$ cat src/rtl/bcd_down_counter60_if.sv
// Control and digit bus for the two-digit BCD down-counter.
// master drives load/run/tick and reads digits; slave is the counter itself.
interface bcd_down_counter60_if;
    logic       run;
    logic       tick;
    logic       load;
    logic [3:0] load_low;
    logic [3:0] load_high;
    logic [3:0] low;
    logic [3:0] high;
    logic       bo;
    logic       zero;
    logic       done;
    logic       load_err;

    modport master (
        output run, tick, load, load_low, load_high,
        input  low, high, bo, zero, done, load_err
    );

    modport slave (
        input  run, tick, load, load_low, load_high,
        output low, high, bo, zero, done, load_err
    );
endinterface

$ cat src/rtl/bcd_down_counter60.sv
// Two-digit BCD down-counter with preset load and borrow output for chaining.
// Optional macro TICK_DIV_EN: replaces the tick port with an internal
// prescaler that fires once every TICK_DIV clkin cycles while running.
//
// state | meaning
// IDLE  | holding value, waiting for run
// RUN   | decrementing on each effective tick
// DONE  | reached 00 with WRAP=0; only a valid load or rst leaves
module bcd_down_counter60 #(
    parameter int MODULUS  = 60,
    parameter bit WRAP     = 1'b1,
    parameter int TICK_DIV = 50000000
) (
    input  logic                     clkin,
    input  logic                     rst,
    bcd_down_counter60_if.slave      bus
);
    typedef enum logic [1:0] {IDLE = 2'd0, RUN = 2'd1, DONE = 2'd2} state_t;

    localparam logic [3:0] MAX_LO = 4'((MODULUS - 1) % 10);
    localparam logic [3:0] MAX_HI = 4'((MODULUS - 1) / 10);
    localparam logic [7:0] MOD_V  = 8'(MODULUS);

    state_t     state, state_nx;
    logic [3:0] low, low_nx;
    logic [3:0] high, high_nx;
    logic       bo, bo_nx;
    logic       load_err, err_nx;
    logic       load_ok;
    logic       tick_eff;
    logic [7:0] load_val;

    assign load_val = ({4'd0, bus.load_high} * 8'd10) + {4'd0, bus.load_low};
    assign load_ok  = (bus.load_low <= 4'd9) && (bus.load_high <= 4'd9) && (load_val < MOD_V);

`ifdef TICK_DIV_EN
    logic [31:0] presc;

    assign tick_eff = (state == RUN) && (presc == 32'(TICK_DIV - 1));

    // Prescaler runs only in RUN and restarts on any exit from RUN or a valid load.
    always_ff @(posedge clkin) begin
        if (rst) begin
            presc <= '0;
        end else if (state != RUN || (bus.load && load_ok)) begin
            presc <= '0;
        end else if (presc == 32'(TICK_DIV - 1)) begin
            presc <= '0;
        end else begin
            presc <= presc + 32'd1;
        end
    end
`else
    assign tick_eff = bus.tick;
`endif

    // State, digits and pulse outputs registered together.
    always_ff @(posedge clkin) begin
        if (rst) begin
            state    <= IDLE;
            low      <= 4'd0;
            high     <= 4'd0;
            bo       <= 1'b0;
            load_err <= 1'b0;
        end else begin
            state    <= state_nx;
            low      <= low_nx;
            high     <= high_nx;
            bo       <= bo_nx;
            load_err <= err_nx;
        end
    end

    // Next state and digits: load takes priority over counting.
    always_comb begin
        state_nx = state;
        low_nx   = low;
        high_nx  = high;
        bo_nx    = 1'b0;
        err_nx   = 1'b0;
        if (bus.load) begin
            if (load_ok) begin
                low_nx  = bus.load_low;
                high_nx = bus.load_high;
                if (state == DONE) state_nx = IDLE;
            end else begin
                err_nx = 1'b1;
            end
        end else begin
            case (state)
                IDLE: if (bus.run) state_nx = RUN;
                RUN: begin
                    if (!bus.run) begin
                        state_nx = IDLE;
                    end else if (tick_eff) begin
                        if (low != 4'd0) begin
                            low_nx = low - 4'd1;
                            // Reaching 00 by decrement ends a one-shot countdown.
                            if (!WRAP && low == 4'd1 && high == 4'd0) begin
                                bo_nx    = 1'b1;
                                state_nx = DONE;
                            end
                        end else if (high != 4'd0) begin
                            low_nx  = 4'd9;
                            high_nx = high - 4'd1;
                        end else if (WRAP) begin
                            low_nx  = MAX_LO;
                            high_nx = MAX_HI;
                            bo_nx   = 1'b1;
                        end else begin
                            state_nx = DONE;
                        end
                    end
                end
                default: ;
            endcase
        end
    end

    assign bus.low      = low;
    assign bus.high     = high;
    assign bus.bo       = bo;
    assign bus.load_err = load_err;
    assign bus.done     = (state == DONE);
    assign bus.zero     = (low == 4'd0) && (high == 4'd0);
endmodule

$ cat src/flat_wrapper.sv
// flat-port wrapper written by rule: the top's interface ports become plain ports
module bcd_down_counter60_flat 
#(
    parameter int MODULUS  = 60,
    parameter bit WRAP     = 1'b1,
    parameter int TICK_DIV = 50000000
)
  (clkin, rst, bus_run, bus_tick, bus_load, bus_load_low, bus_load_high, bus_low, bus_high, bus_bo, bus_zero, bus_done, bus_load_err);
  bcd_down_counter60_if bus_i ();
  input  logic clkin;
  input  logic rst;
  input wire logic [$bits(bus_i.run)-1:0] bus_run;
  input wire logic [$bits(bus_i.tick)-1:0] bus_tick;
  input wire logic [$bits(bus_i.load)-1:0] bus_load;
  input wire logic [$bits(bus_i.load_low)-1:0] bus_load_low;
  input wire logic [$bits(bus_i.load_high)-1:0] bus_load_high;
  output wire logic [$bits(bus_i.low)-1:0] bus_low;
  output wire logic [$bits(bus_i.high)-1:0] bus_high;
  output wire logic [$bits(bus_i.bo)-1:0] bus_bo;
  output wire logic [$bits(bus_i.zero)-1:0] bus_zero;
  output wire logic [$bits(bus_i.done)-1:0] bus_done;
  output wire logic [$bits(bus_i.load_err)-1:0] bus_load_err;
  assign bus_i.run = bus_run;
  assign bus_i.tick = bus_tick;
  assign bus_i.load = bus_load;
  assign bus_i.load_low = bus_load_low;
  assign bus_i.load_high = bus_load_high;
  assign bus_low = bus_i.low;
  assign bus_high = bus_i.high;
  assign bus_bo = bus_i.bo;
  assign bus_zero = bus_i.zero;
  assign bus_done = bus_i.done;
  assign bus_load_err = bus_i.load_err;
  bcd_down_counter60 #(.MODULUS(MODULUS), .WRAP(WRAP), .TICK_DIV(TICK_DIV)) u_core (.clkin(clkin), .rst(rst), .bus(bus_i));
endmodule
$ cat config.mk
export PLATFORM = sky130hd
export DESIGN_NAME = bcd_down_counter60_flat
export DESIGN_NICKNAME = d
export VERILOG_FILES = /design/src/rtl/bcd_down_counter60_if.sv /design/src/rtl/bcd_down_counter60.sv /design/src/flat_wrapper.sv
export SDC_FILE = /design/constraint.sdc
export NUM_CORES = 1
export LEC_CHECK = 0
export ABC_AREA = 1
export BUFFER_PORTS_ARGS = -buffer_cell sky130_fd_sc_hd__buf_2
export CORE_ASPECT_RATIO = 0.6
export CORE_MARGIN = 3
export CORE_UTILIZATION = 35
export CTS_CLUSTER_DIAMETER = 100
export DETAILED_ROUTE_END_ITERATION = 10
export PLACE_DENSITY = 0.62
export SYNTH_ARGS = -nofsm -noshare
export SYNTH_HDL_FRONTEND = slang
export SYNTH_SLANG_ARGS = --single-unit
$ cat constraint.sdc
create_clock -name clkin -period 2.55 [get_ports clkin]
set_input_delay 0.1275 -clock clkin [delete_from_list [all_inputs] [get_ports clkin]]
set_output_delay 0.1275 -clock clkin [all_outputs]
set_load 0.1 [all_outputs]
==> results of run 1 <==
[final cells by class]
type / count / area [um^2]
inverters: 19 / 71.3
clock buffers: 4 / 45.0
flip-flops and latches: 11 / 220
repair buffers: 23 / 115
well taps: 32 / 40.0
fillers: 271 / 1440
multi-input cells: 124 / 646
[kinds of logic (layout without fill, tap and decap cells)]
family	after synthesis	count (layout)	synth area share (%)
compound gates	24	24	13.3
xor+xnor	2	2	1.81
fa+ha+maj	8	8	11.9
buf+inv	23	46	10.5
flops	11	11	22.8
other cells	1	1	0.388
simple gates	89	89	39.3
[critical path, cell delays in order]
cell and delay (ns):
buf_2 0.13, ha_1 0.31, ha_1 0.20, fa_1 0.54, nand2_1 0.08, nor2_1 0.10
nand2_1 0.07, nand3_1 0.08, nand2_1 0.07, nor2_2 0.09, nand3_2 0.11, nand2_4 0.15
nand2_1 0.10, nand2_1 0.07, nand2_1 0.04, nor2_1 0.08
[cell usage after synthesis, types with 2 or more instances]
library cell	count
nor2_1	24
xor2_1	2
ha_1	6
fa_1	2
inv_1	18
o21ai_0	10
nand4_1	3
dfxtp_1	11
a21oi_1	11
buf_4	2
nand2_1	44
nand3_1	12
[registers in the layout (all words and copies together) (netlist names)]
register,count
u_core.bus.high,4
u_core.state,1
u_core.bus.low,4
u_core.bus.bo,1
u_core.bus.load_err,1
[how the worst min path moves through the flow]
| stage | start | cells after the start | to |
|---|---|---|---|
| final | bus_run | 3 | u_core.state[0]$_SDFFE_PP0P_ |
| after global routing | bus_run | 3 | u_core.state[0]$_SDFFE_PP0P_ |
| after CTS | bus_run | 3 | u_core.state[0]$_SDFFE_PP0P_ |
| after detailed placement | bus_run | 3 | u_core.state[0]$_SDFFE_PP0P_ |
| after global placement | bus_run | 3 | u_core.state[0]$_SDFFE_PP0P_ |
| after floorplan | bus_run | 2 | u_core.state[0]$_SDFFE_PP0P_ |
[per-stage QoR]
stage	setup slack [ns]	utilization [%]	cells	hold WS (ns)
floorplan	0.00829	-	158	0.286
global placement	0.221	42.4	209	0.406
detailed placement	0.135	42.4	209	0.419
CTS	0.393	44.2	213	0.167
global route	0.174	44.2	213	0.172
finish	0.389	44.2	213	0.168
[per-layer routing]
metal  vias to the layer above  GRT usage, %  share of wire (%)
li1                        552             -                  -
met1                       448          20.7                 50
met2                        33          18.8                 41
met3                         2          6.10                7.9
met4                         0          4.33               0.50
met5                         -             0                  0
[where the power goes]
group	total, uW	internal, uW	switching [uW]
Clock	179	110	69.3
Combinational	352	83.1	269
Sequential	203	188	15.5
Total	735	381	354
[placed cells by master (no fill, tap or decap), types with 2 or more instances in the layout]
cell,instances
nand2_1,44
nor2_1,24
buf_2,23
inv_1,18
nand3_1,12
a21oi_1,11
dfxtp_1,11
o21ai_0,10
ha_1,6
nand4_1,3
clkbuf_8,3
xor2_1,2
fa_1,2
==> impl_metrics.json, run 1 <==
{
  "grt_max_degree": 16,
  "synth_flop_cell": "dfxtp_1",
  "post-cts-setup-buffers": 0,
  "clockBufferDepth": 2,
  "ys_seq_area_share_pct": 22.8,
  "design_area_um2": 1140,
  "antennaDiodeCount": 0,
  "grt_usage_pct": 14.3,
  "period_needed_ns": 2.16,
  "hpwl_um": 1890,
  "grt_pass1_wl_um": 3650,
  "fin_nets": 203,
  "finalCritPeriodShare_pct": 84.8,
  "hp-class": "in -> reg",
  "synthCells": 158,
  "grt_pass1_vias": 797,
  "power_leakage_uw": 0.000630,
  "status": "completed",
  "path_clk_slew_ns": 0.05,
  "async_flop_share_pct": 0,
  "worstPathRequired_ns": 2.73,
  "ys_top_cells_by_area": "dfxtp_1 (23%), nand2_1 (17%), nor2_1 (9.3%)",
  "route.detailed.wl_per_inst_um": 11.3,
  "postSynthAreaPerCell_um2": 6.12,
  "r2r-start": "u_core.bus.low[0]$_SDFFE_PP0P_",
  "cts_resized": 0,
  "setup_violations": 0,
  "postRouteAntennaNets": 0,
  "root_buffer": "clkbuf_8",
  "powerDensity_nw_per_um2": 646,
  "drc_errors": 0,
  "power.total_uw": 735,
  "maxSlewViolCount": 0,
  "r2r_slack_ns": 0.96,
  "design.portCount": 25,
  "synth_top_area_share_pct": 22.8,
  "yosysWarnings": 0,
  "gp_congestion": 0.788,
  "cap_violations": 0,
  "layout-drive-gt1-share_pct": 17.1,
  "crit_end": "u_core.bus.low[0]$_SDFFE_PP0P_",
  "crit_type": "in -> reg",
  "drt-initial-drc-count": 74,
  "start_kind": "input pin",
  "placed_cell_area_um2": 1090,
  "rows": 14,
  "wirelength_um": 2410,
  "rsz0062_at_grt": "false",
  "synth_nets": 179,
  "synth-edff-count": 0,
  "irDropWorstVdd_v": 0.000274,
  "ys_types": 25,
  "clock_latency_ns": 0.24,
  "die_h_um": 46.7,
  "cts_buffers": 3,
  "clock_sinks": 11,
  "htree_levels": 1,
  "grt_overflow": 0,
  "die_x_um": 73.9,
  "critPathArrivalTime_ns": 2.34,
  "cp-end-kind": "register",
  "final_hold_viol_count": 0,
  "avgViaCountPerCell": 4.86,
  "crit_start": "bus_load_high[1]",
  "grt_antenna_before_repair": 0,
  "r2r_cells": 7,
  "drt_pre_antenna_iters": 4,
  "skew_ns": 0.000527,
  "io_buffers": 23,
  "synth_top_area_cell": "dfxtp_1",
  "start_util_pct": 37.6,
  "dieArea_um2": 3450,
  "syn2layout_area_growth_pct": 17.6,
  "r2r-end": "u_core.bus.high[2]$_SDFFE_PP0P_",
  "ctsHoldBuffers": 0,
  "worstPathMaxFanout": 14,
  "ys_ff_latch": 11,
  "clock.fmax_ghz": 0.463,
  "cts_tree": "yes",
  "num_vias": 1035,
  "core-area_um2": 2570,
  "tns_ns": 0,
  "syn_area_um2": 967
}
Note: power is estimated with default switching activity, not from simulation.
==> run 2, diff against run 1 <==
--- a/config.mk
+++ b/config.mk
@@ -12,7 +12,7 @@
 export CORE_UTILIZATION = 35
 export CTS_CLUSTER_DIAMETER = 100
 export DETAILED_ROUTE_END_ITERATION = 10
-export PLACE_DENSITY = 0.62
+export PLACE_DENSITY = 0.64
 export SYNTH_ARGS = -nofsm -noshare
 export SYNTH_HDL_FRONTEND = slang
 export SYNTH_SLANG_ARGS = --single-unit
==> constraint.sdc (replaced) <==
create_clock -name clkin -period 1.85 [get_ports clkin]
set_input_delay 0.0925 -clock clkin [delete_from_list [all_inputs] [get_ports clkin]]
set_output_delay 0.0925 -clock clkin [all_outputs]
set_load 0.1 [all_outputs]
==> run 2 against run 1 <==
  * The run now ends with negative setup slack left
  * Global-route usage up 0.94 points
  * Final area rose by 18%
  * Routed wire length shrank 1.0%
  * First-iteration DRC count down 41%
  * Non-clock buffer count grew 12
  * Sequential share of layout area fell by 2.9 points
  * Largest cell class unchanged
  * Largest power group unchanged
  * Highest routed layer unchanged
==> impl_metrics.json, run 2 (synthesized netlist as in run 1, its figures left out) <==
{
  "status": "finished with violations",
  "violations": "negative setup slack",
  "clock.fmax_ghz": 0.514,
  "r2r-start": "u_core.bus.low[0]$_SDFFE_PP0P_",
  "hpwl_um": 1880,
  "rsz0062_at_grt": "true",
  "final_common_cell": "nand2_1",
  "die_x_um": 73.9,
  "cap_violations": 0,
  "skew_ns": 0.00263,
  "p_int_uw": 571,
  "route.detailed.wl_per_inst_um": 10.6,
  "layout-drive-gt1-share_pct": 29.9,
  "fin_ws_ns": -0.0941,
  "num_vias": 1084,
  "reg.largest.list": "u_core.bus.high (4), u_core.bus.low (4)",
  "core-area_um2": 2570,
  "max_stage_delay_ns": 0.51,
  "final_hold_viol_count": 0,
  "power.total_uw": 1080,
  "stdcell_count": 226,
  "r2r_cells": 8,
  "cts_buffers": 3,
  "pwr-share-comb_pct": 51.7,
  "clkPwrFrac_pct": 22.2,
  "clockBufferDepth": 2,
  "drt-initial-drc-count": 44,
  "clock_latency_ns": 0.24,
  "die_h_um": 46.7,
  "design.portCount": 25,
  "r2r-end": "u_core.bus.high[2]$_SDFFE_PP0P_",
  "critPathArrivalTime_ns": 2.08,
  "switchingPower_uw": 506,
  "start_kind": "input pin",
  "grt_pass1_vias": 959,
  "rows": 14,
  "period_needed_ns": 1.94,
  "grt_usage_pct": 15.3,
  "finalCritPeriodShare_pct": 105,
  "r2r_slack_ns": 0.39,
  "p_seq_share_pct": 26.1,
  "grt_max_degree": 17,
  "crit_start": "bus_load_high[1]",
  "io_buffers": 23,
  "powerDensity_nw_per_um2": 805,
  "irDropWorstVdd_v": 0.000478,
  "worstPathRequired_ns": 1.99,
  "grt_antenna_before_repair": 0,
  "worstPathMaxFanout": 3,
  "placed_cells": 220,
  "clock_sinks": 11,
  "setup_violations": 9,
  "dieArea_um2": 3450,
  "maxSlewViolCount": 0,
  "avgViaCountPerCell": 4.80,
  "drt_pre_antenna_iters": 4,
  "htree_levels": 1,
  "postRouteAntennaNets": 0,
  "power_leakage_uw": 0.000703,
  "crit_type": "in -> reg",
  "postLayoutCoreUtil_pct": 52.0,
  "cp_cell_sequence": "buf_8 > ha_4 > ha_4 > fa_1 > nand2_2 > nor2_1 > nand2_1 > nand3_1 > nand2_1 > nor2_2 > nand3_4 > buf_4 > buf_4 > nand3_1 > inv_1",
  "drc_errors": 0,
  "pre_cts_slack_ns": -0.438,
  "switching_share_pct": 47.0,
  "root_buffer": "clkbuf_8",
  "crit_cells": 15,
  "n_fill_cell": 269,
  "start_util_pct": 37.6,
  "slowest_stage": "fa_1",
  "design_area_um2": 1340,
  "path_clk_slew_ns": 0.05,
  "cpLargestDelayFamily": "adder cells",
  "grt_pass1_wl_um": 4020,
  "cp-end-kind": "register",
  "placed_cell_area_um2": 1230,
  "antennaDiodeCount": 0,
  "gp_congestion": 0.798,
  "syn2layout_area_growth_pct": 38.4,
  "grt_overflow": 0,
  "final_cell_mix": "nand2_1 (40), nor2_1 (23), buf_2 (21), inv_1 (18), buf_4 (12)",
  "cp.buffers_inverters": 4,
  "cts_tree": "yes",
  "crit_end": "u_core.bus.load_err$_SDFF_PP0_",
  "wirelength_um": 2390,
  "fin_nets": 216,
  "hp-class": "in -> reg"
}
==> run 2: worst min path at each step <==
| stage | start | end | slack (ns) | cells after the start |
|---|---|---|---|---|
| final | bus_run | u_core.state[0]$_SDFFE_PP0P_ | 0.13 | 3 |
| after global routing | bus_tick | u_core.bus.bo$_SDFF_PP0_ | 0.14 | 3 |
| after CTS | bus_run | u_core.state[0]$_SDFFE_PP0P_ | 0.13 | 3 |
| after detailed placement | bus_run | u_core.state[0]$_SDFFE_PP0P_ | 0.38 | 3 |
| after global placement | bus_run | u_core.state[0]$_SDFFE_PP0P_ | 0.36 | 3 |
| after floorplan | bus_run | u_core.state[0]$_SDFFE_PP0P_ | 0.25 | 2 |
==> run 2: final cells by class <==
class	count	area, um^2	area share [%]
clock buffers	4	45.0	3.36
inverters	19	71.3	5.33
multi-input cells	125	741	55.3
flip-flops and latches	11	220	16.4
well taps	32	40.0	2.99
repair buffers	35	221	16.5
==> run 2: tightest hold or removal path: stages <==
cell and delay [ns]:
buf_2 0.09, nand3_1 0.09, nand2_1 0.07
==> run 2: repair_timing <==
action                                  CTS  global route
pin swaps                                 6             2
resized for setup                         7             5
setup buffers                             0             1
endpoints found under the hold margin     0             0
hold buffers                              0             0
gates cloned                              1             0
endpoints found under the setup margin    8             9
==> run 2: power by group through the flow <==
stage	Combinational, uW	Sequential (uW)	Clock, uW
6_report	557	281	239
5_1_grt	612	283	260
4_1_cts	540	280	246
3_5_place_dp	528	285	0
3_3_place_gp	524	285	0
2_1_floorplan	278	426	0
==> run 2: metrics by stage <==
| step | setup TNS [ns] | hold slack (ns) |
|---|---|---|
| final | -0.528 | 0.133 |
| after global routing | -1.90 | 0.141 |
| after CTS | -0.478 | 0.132 |
| after floorplan | -1.50 | 0.251 |
| after detailed placement | -3.45 | 0.379 |
| after global placement | -2.85 | 0.364 |
==> run 2: layer usage <==
| metal | track usage, % | vias to the layer above | part of all wire, % |
|---|---|---|---|
| met3 | 5.23 | 2 | 5.5 |
| met4 | 1.08 | 0 | 0.084 |
| met2 | 24.1 | 28 | 42 |
| met1 | 21.2 | 472 | 52 |
| li1 | - | 582 | - |
| met5 | 0 | - | 0 |
